## config.mk

```make
export PLATFORM = sky130hd
export DESIGN_NAME = uart_rx
export DESIGN_NICKNAME = d
export VERILOG_FILES = /design/src/rtl/uart_rx.sv
export SDC_FILE = /design/constraint.sdc
export NUM_CORES = 1
export LEC_CHECK = 0
export ABC_AREA = 0
export BUFFER_PORTS_ARGS = -buffer_cell sky130_fd_sc_hd__buf_4
export CAP_MARGIN = 30
export CORE_MARGIN = 2
export CORE_UTILIZATION = 55
export CTS_BUF_LIST = sky130_fd_sc_hd__clkbuf_4
export DETAILED_ROUTE_END_ITERATION = 8
export GPL_TIMING_DRIVEN = 0
export PLACE_DENSITY = 0.78
export SLEW_MARGIN = 20
export SYNTH_ARGS = -nofsm -noshare
export SYNTH_HDL_FRONTEND = slang
export SYNTH_SLANG_ARGS = --single-unit
```

## constraint.sdc

```tcl
create_clock -name clk -period 3 [get_ports clk]
set_clock_uncertainty 0.2 [all_clocks]
set_input_delay 0.15 -clock clk [delete_from_list [all_inputs] [get_ports clk]]
set_output_delay 0.15 -clock clk [all_outputs]
set_load 0.03 [all_outputs]
```

## src/rtl/uart_rx.sv

```systemverilog
// UART receive stage: 8N1-style frames, LSB first, packed NUM_WORDS at a time
// into one W_OUT-bit beat presented on a valid/ready master port.
module uart_rx #(
  parameter int CLOCKS_PER_PULSE = 4,
  parameter int BITS_PER_WORD    = 8,
  parameter int W_OUT            = 24
) (
  input  logic             clk,
  input  logic             rstn,
  input  logic             rx,
  input  logic             m_ready,
  output logic             m_valid,
  output logic [W_OUT-1:0] m_data,
  output logic             frame_err,
  output logic             overrun
);

  localparam int NUM_WORDS = W_OUT / BITS_PER_WORD;
  localparam int HALF      = CLOCKS_PER_PULSE / 2;
  localparam int CW        = ($clog2(CLOCKS_PER_PULSE) < 1) ? 1 : $clog2(CLOCKS_PER_PULSE);
  localparam int BW        = ($clog2(BITS_PER_WORD) < 1) ? 1 : $clog2(BITS_PER_WORD);
  localparam int WW        = ($clog2(NUM_WORDS) < 1) ? 1 : $clog2(NUM_WORDS);

  localparam logic [1:0] S_IDLE  = 2'd0;
  localparam logic [1:0] S_START = 2'd1;
  localparam logic [1:0] S_DATA  = 2'd2;
  localparam logic [1:0] S_STOP  = 2'd3;

  logic                     r_sync1;
  logic                     r_sync2;
  logic [1:0]               r_state;
  logic [CW-1:0]            r_c_clocks;
  logic [BW-1:0]            r_c_bits;
  logic [WW-1:0]            r_c_words;
  logic [BITS_PER_WORD-1:0] r_shift;
  logic [BITS_PER_WORD-1:0] r_slots [NUM_WORDS];
  logic                     r_valid;
  logic [W_OUT-1:0]         r_data;
  logic                     r_ferr;
  logic                     r_ovr;

  logic                     w_rx_s;
  logic                     w_bit_end;
  logic                     w_stop_sample;
  logic                     w_beat_done;
  logic [W_OUT-1:0]         w_beat;

  assign w_rx_s        = r_sync2;
  assign w_bit_end     = (r_c_clocks == CW'(CLOCKS_PER_PULSE - 1));
  assign w_stop_sample = (r_state == S_STOP) && w_bit_end;
  assign w_beat_done   = w_stop_sample && w_rx_s && (r_c_words == WW'(NUM_WORDS - 1));

  // On completion the last word is still in the shift register, not yet in a slot.
  always_comb begin
    w_beat = '0;
    for (int unsigned i = 0; i < NUM_WORDS - 1; i++) begin
      w_beat[i*BITS_PER_WORD +: BITS_PER_WORD] = r_slots[i];
    end
    w_beat[(NUM_WORDS-1)*BITS_PER_WORD +: BITS_PER_WORD] = r_shift;
  end

  always_ff @(posedge clk or negedge rstn) begin
    if (!rstn) begin
      r_sync1 <= 1'b1;
      r_sync2 <= 1'b1;
    end else begin
      r_sync1 <= rx;
      r_sync2 <= r_sync1;
    end
  end

  always_ff @(posedge clk or negedge rstn) begin
    if (!rstn) begin
      r_state    <= S_IDLE;
      r_c_clocks <= '0;
      r_c_bits   <= '0;
      r_c_words  <= '0;
      r_shift    <= '0;
      for (int unsigned i = 0; i < NUM_WORDS; i++) begin
        r_slots[i] <= '0;
      end
    end else begin
      case (r_state)
        S_IDLE: begin
          if (!w_rx_s) begin
            r_state    <= S_START;
            r_c_clocks <= '0;
          end
        end
        S_START: begin
          if (r_c_clocks == CW'(HALF - 1)) begin
            if (!w_rx_s) begin
              r_state    <= S_DATA;
              r_c_clocks <= '0;
              r_c_bits   <= '0;
            end else begin
              r_state <= S_IDLE;
            end
          end else begin
            r_c_clocks <= r_c_clocks + CW'(1);
          end
        end
        S_DATA: begin
          if (w_bit_end) begin
            r_c_clocks <= '0;
            r_shift    <= {w_rx_s, r_shift[BITS_PER_WORD-1:1]};
            if (r_c_bits == BW'(BITS_PER_WORD - 1)) begin
              r_state <= S_STOP;
            end else begin
              r_c_bits <= r_c_bits + BW'(1);
            end
          end else begin
            r_c_clocks <= r_c_clocks + CW'(1);
          end
        end
        default: begin
          if (w_bit_end) begin
            r_c_clocks <= '0;
            r_state    <= S_IDLE;
            if (w_rx_s) begin
              r_slots[r_c_words] <= r_shift;
              if (r_c_words == WW'(NUM_WORDS - 1)) begin
                r_c_words <= '0;
              end else begin
                r_c_words <= r_c_words + WW'(1);
              end
            end else begin
              r_c_words <= '0;
            end
          end else begin
            r_c_clocks <= r_c_clocks + CW'(1);
          end
        end
      endcase
    end
  end

  always_ff @(posedge clk or negedge rstn) begin
    if (!rstn) begin
      r_valid <= 1'b0;
      r_data  <= '0;
      r_ferr  <= 1'b0;
      r_ovr   <= 1'b0;
    end else begin
      r_ferr <= w_stop_sample && !w_rx_s;
      r_ovr  <= w_beat_done && r_valid && !m_ready;
      if (w_beat_done && (!r_valid || m_ready)) begin
        r_valid <= 1'b1;
        r_data  <= w_beat;
      end else if (r_valid && m_ready) begin
        r_valid <= 1'b0;
      end
    end
  end

  assign m_valid   = r_valid;
  assign m_data    = r_data;
  assign frame_err = r_ferr;
  assign overrun   = r_ovr;

endmodule
```

=== Word-level counts from Yosys, hierarchy flattened ===
Index checks and enable logic that the tools add are counted.

* Flip-flop bits (word level): 70
* Output and inout bits: 27
* Input port bits: 4
* Word-level logic and storage cells: 80

* Muxes and demuxes: 23
* Bitwise gates (word level): 2
* Reductions and logical operators: 23
* Equality and inequality tests: 13
* Order comparisons: 2
* Add/sub/neg operators: 3

{| class="wikitable"
|+ Operators with widths
! cell !! count
|-
| $bwmux 24 || 1
|-
| $mux 2 || 11
|-
| $demux 8 s2 || 1
|-
| $mux 3 || 4
|-
| $ne 2x2->1 const B || 6
|-
| $reduce_and 5->1 || 2
|-
| $logic_and 1x1->1 || 9
|-
| $eq 2x2->1 const B || 4
|-
| $mux 8 || 1
|-
| $pmux 2 s3 || 1
|-
| $pmux 3 s2 || 1
|-
| $add 2x1->2 const B || 2
|-
| $eq 2x1->1 const B || 2
|-
| $pmux 2 s2 || 1
|-
| $reduce_and 2->1 || 2
|-
| $reduce_bool 2->1 || 2
|-
| $add 3x1->3 const B || 1
|-
| $eq 3x3->1 const B || 1
|-
| $ge 3x3->1 const B || 1
|-
| $logic_not 1->1 || 3
|-
| $lt 3x1->1 const B || 1
|-
| $not 2->3 || 1
|-
| $reduce_and 3->1 || 1
|-
| $reduce_bool 3->1 || 1
|-
| 5 further kinds || 6
|}

=== Longest topological paths before layout ===
* Depth in word-level cells: 6
* Depth in mapped cells: 5
* Mapped depth without buffers: 5

=== Worst setup path before layout ===
OpenSTA, ideal clock, no wires.

* Kind: register to register
* From: register r_c_clocks[0]
* To: register r_slots[16] (netlist bit)
* Period minus slack after synthesis: 1.982 ns
* Data required time: 2.675 ns
* Slack: 1.018 ns
* Cell stages (with the launch flop): 6
* Setup time: 0.125 ns
* Arrival time: 1.657 ns
* Path through: dfrtp_1 > ha_1 > nand3_2 > or4_4 > buf_6 > mux2_4

* Word-level cells in the longest chain between the ends: 2

{| class="wikitable"
|+ RTL lines
! what !! RTL line !! RTL
|-
| start: declaration || 32 || <nowiki>logic [CW-1:0] r_c_clocks;</nowiki>
|-
| start signal: assignment || 100 || <nowiki>r_c_clocks <= r_c_clocks + CW'(1);</nowiki>
|-
| start signal: assignment || 113 || <nowiki>r_c_clocks <= r_c_clocks + CW'(1);</nowiki>
|-
| start signal: assignment || 131 || <nowiki>r_c_clocks <= r_c_clocks + CW'(1);</nowiki>
|-
| $eq 2x2->1 || 49 || <nowiki>assign w_bit_end = (r_c_clocks == CW'(CLOCKS_PER_PULSE - 1));</nowiki>
|-
| $reduce_and 3->1 (no source line) || n/a ||
|-
| end signal: indexed assignment || 121 || <nowiki>r_slots[r_c_words] <= r_shift;</nowiki>
|-
| end: declaration || 36 || <nowiki>logic [BITS_PER_WORD-1:0] r_slots [NUM_WORDS];</nowiki>
|}

No other way between the ends.
A chain may end at the register's enable or synchronous reset.

=== Worst setup path after layout ===
* From: register r_c_clocks[0]
* To: register r_slots[14] (netlist bit)

The elaborated chain is that of the path after synthesis.

==> impl_metrics.json <==
{
  "area_growth_pct": 16.7,
  "synth_nets": 174,
  "io_pins": 31,
  "path_cells": "ha_1, nand3_2, nor4b_4, mux2_2",
  "synth_seq_cells": 62,
  "preCtsSetupSlack_ns": 0.680,
  "grt.total_usage": 0.184,
  "dpl-instance-area_mm2": 0.00282,
  "finalCriticalPeriod_ns": 2.34,
  "hold_violations": 0,
  "fin_ws_ns": 0.661,
  "drv_cap": 0,
  "max_slew_margin": 0.501,
  "dieArea_mm2": 0.00516,
  "p_seq_frac": 0.555,
  "clock_path_buffers": 2,
  "fmax_ghz": 0.427,
  "placementRows": 24,
  "syn_avg_cell_area_um2": 15.3,
  "start_util": 0.577,
  "p_clk_frac": 0.252,
  "outcome": "completed",
  "irDropWorstVdd_uv": 338,
  "layout_worst_path_cycle_share": 0.780,
  "overflow": 0,
  "r2r-end": "r_slots[14]",
  "ant_nets": 0,
  "cpMaxStageDelayCell": "nor4b_4",
  "crit_family": "simple AND/OR/NAND/NOR gates",
  "start_kind": "flop",
  "portBuffers": 30,
  "hold_end": "r_sync2",
  "reg2reg_from": "r_c_clocks[0]",
  "die_y_um": 71.8,
  "routed_wl_um": 4190,
  "pwr-share-comb": 0.194,
  "synth.yosys.warnings": 0,
  "cts.sink_count": 62,
  "total_power_mw": 1.83,
  "clk_pin_slew_ns": 0.10,
  "slew_violations": 0,
  "cts_tree": "done",
  "grt_antenna_before_repair": 0,
  "p_sw_frac": 0.295,
  "powerDensity_mw_per_mm2": 621,
  "nets": 218,
  "dr.first_iter.drc_count": 86,
  "timing.reg2reg.setup_slack_ns": 0.66,
  "vias_per_cell": 5.37,
  "critPathMaxStageDelay_ns": 0.70,
  "first_global_vias": 1448,
  "clock-root-buffer": "clkbuf_4",
  "cts_resized": 0,
  "die_w_um": 71.8,
  "core_area_mm2": 0.00438,
  "grt_start_max_net_pins": 63,
  "crit_buf_inv": 0,
  "synth_cell_type_count": 27,
  "place_congestion": 0.680,
  "ys_seq_area_frac": 0.614,
  "rsz0062_at_grt": "no",
  "setup_viol": 0,
  "internal_power_mw": 1.29,
  "crit_path_end_kind": "flop",
  "hold_path_depth": 0,
  "dp_hpwl_um": 2800,
  "postLayoutCellArea_mm2": 0.00295,
  "drcViolationCount": 0,
  "crit_required_ns": 3.08,
  "cts-htree-levels": 3,
  "tightest_slew_ns": 0.749,
  "tns_ns": 0,
  "num_vias": 1423,
  "critPathKind": "reg2reg",
  "crit_path_max_fanout": 9,
  "hold_slack_ns": 0.163,
  "drive_gt1_frac": 0.493,
  "clk_latency_ns": 0.38,
  "first_pass_iters": 4,
  "p_sw_mw": 0.540,
  "rr_worst_depth": 4,
  "diodes": 0,
  "grt_pass1_wl_um": 7040,
  "hold_path_class": "reg2reg",
  "cp.arrival_ns": 2.42,
  "holdCritStartpoint": "r_sync1",
  "syn_inst": 165,
  "leakage_nw": 1.58,
  "synth_area_mm2": 0.00253,
  "post_drt_wl_per_cell_um": 15.8,
  "cts_buffers": 9
}
stage by stage:
stage	cells	util
finish	265	0.674
global route	265	0.674
CTS	265	0.674
detailed placement	247	0.643
global placement	247	0.643
floorplan	165	-
layout by cell type, fill, tap and decap left out:
cell type	instances
nor4b_4	2
a21o_1	2
a21oi_1	2
o21a_1	1
or3_1	1
mux2i_1	4
inv_2	1
buf_6	1
buf_2	2
ha_1	5
clkbuf_4	12
o21ai_0	2
a311oi_1	1
and4bb_2	1
nand2b_1	2
clkinv_2	1
mux2_1	1
dlygate4sd3_1	3
nand2_1	11
mux2_4	8
nand3_2	2
clkinv_1	2
a31oi_1	1
or4_4	1
inv_1	5
dfrtp_1	60
nor2b_1	2
nor2_1	3
mux2_2	40
buf_4	32
dfstp_2	2
how the worst max path moves through the flow:
| stage | start | end | depth (start not counted) |
|---|---|---|---|
| 2_1_floorplan | r_c_clocks[0] | r_slots[16] | 5 |
| 4_1_cts | r_c_clocks[0] | r_slots[14] | 4 |
| 6_report | r_c_clocks[0] | r_slots[14] | 4 |
| 5_1_grt | r_c_clocks[0] | r_slots[14] | 4 |
| 3_5_place_dp | r_c_clocks[0] | r_slots[14] | 4 |
| 3_3_place_gp | r_c_clocks[0] | r_slots[13] | 4 |
what timing repair did:
item	CTS	global route
endpoints found under the setup margin	0	0
buffers inserted	0	0
hold buffers	3	0
endpoints found under the hold margin	63	0
logic make-up (layout without fill, tap and decap cells):
family / count (synthesis) / count (layout) / share of synthesized area
AOI/OAI and AO/OA: 9 / 9 / 0.0228
adders and majority gates: 5 / 5 / 0.0247
buffers and inverters: 11 / 59 / 0.0232
DFF: 62 / 62 / 0.614
muxes: 53 / 53 / 0.246
and+or+nand+nor: 25 / 25 / 0.0692
sequential cells by signal (all words and copies together), names as in the netlist, 2 cells and up:
| name | flops |
|---|---|
| m_data | 24 |
| r_c_bits | 3 |
| r_c_clocks | 2 |
| r_c_words | 2 |
| r_shift | 8 |
| r_slots | 16 |
| r_state | 2 |
cell usage after synthesis, drive strengths merged:
master | n | share of area
dfrtp | 60 | 0.59
mux2 | 49 | 0.23
nand2 | 11 | 0.016
inv | 6 | 0.0089
buf | 5 | 0.014
ha | 5 | 0.025
mux2i | 4 | 0.016
nor2 | 3 | 0.0045
a21o | 2 | 0.0059
a21oi | 2 | 0.0040
dfstp | 2 | 0.021
nand2b | 2 | 0.0049
nand3 | 2 | 0.0079
nor2b | 2 | 0.0049
nor4b | 2 | 0.019
o21ai | 2 | 0.0040
a311oi | 1 | 0.0035
a31oi | 1 | 0.0025
and4bb | 1 | 0.0049
o21a | 1 | 0.0030
or3 | 1 | 0.0025
or4 | 1 | 0.0045
power by group through the flow:
stage | clock (mW) | combinational, mW | sequential [mW]
finish | 0.461 | 0.355 | 1.02
CTS | 0.472 | 0.359 | 1.02
global placement | 0 | 0.331 | 1.02
floorplan | 0 | 0.270 | 1.02
global route | 0.509 | 0.391 | 1.03
detailed placement | 0 | 0.355 | 1.03
per-layer routing:
layer  up-vias  track usage  part of all wire  routed length, um
met5         -            0                 0                  0
met4         0       0.0692            0.0060                 25
met3         2       0.0745             0.049                204
met2        31        0.282              0.49               2040
met1       725        0.237              0.46               1920
li1        665            -                 -                  -
layout make-up:
cell class              instances  area [um^2]
plain buffers                   5         36.3
repair buffers                 33          255
well taps                      52         65.1
inverters                       6         22.5
clock inverters                 3         12.5
clock buffers                  12         90.1
fillers                       319         1430
flip-flops and latches         62         1550
multi-input cells              92          917
Note: power is estimated with default switching activity, not from simulation.
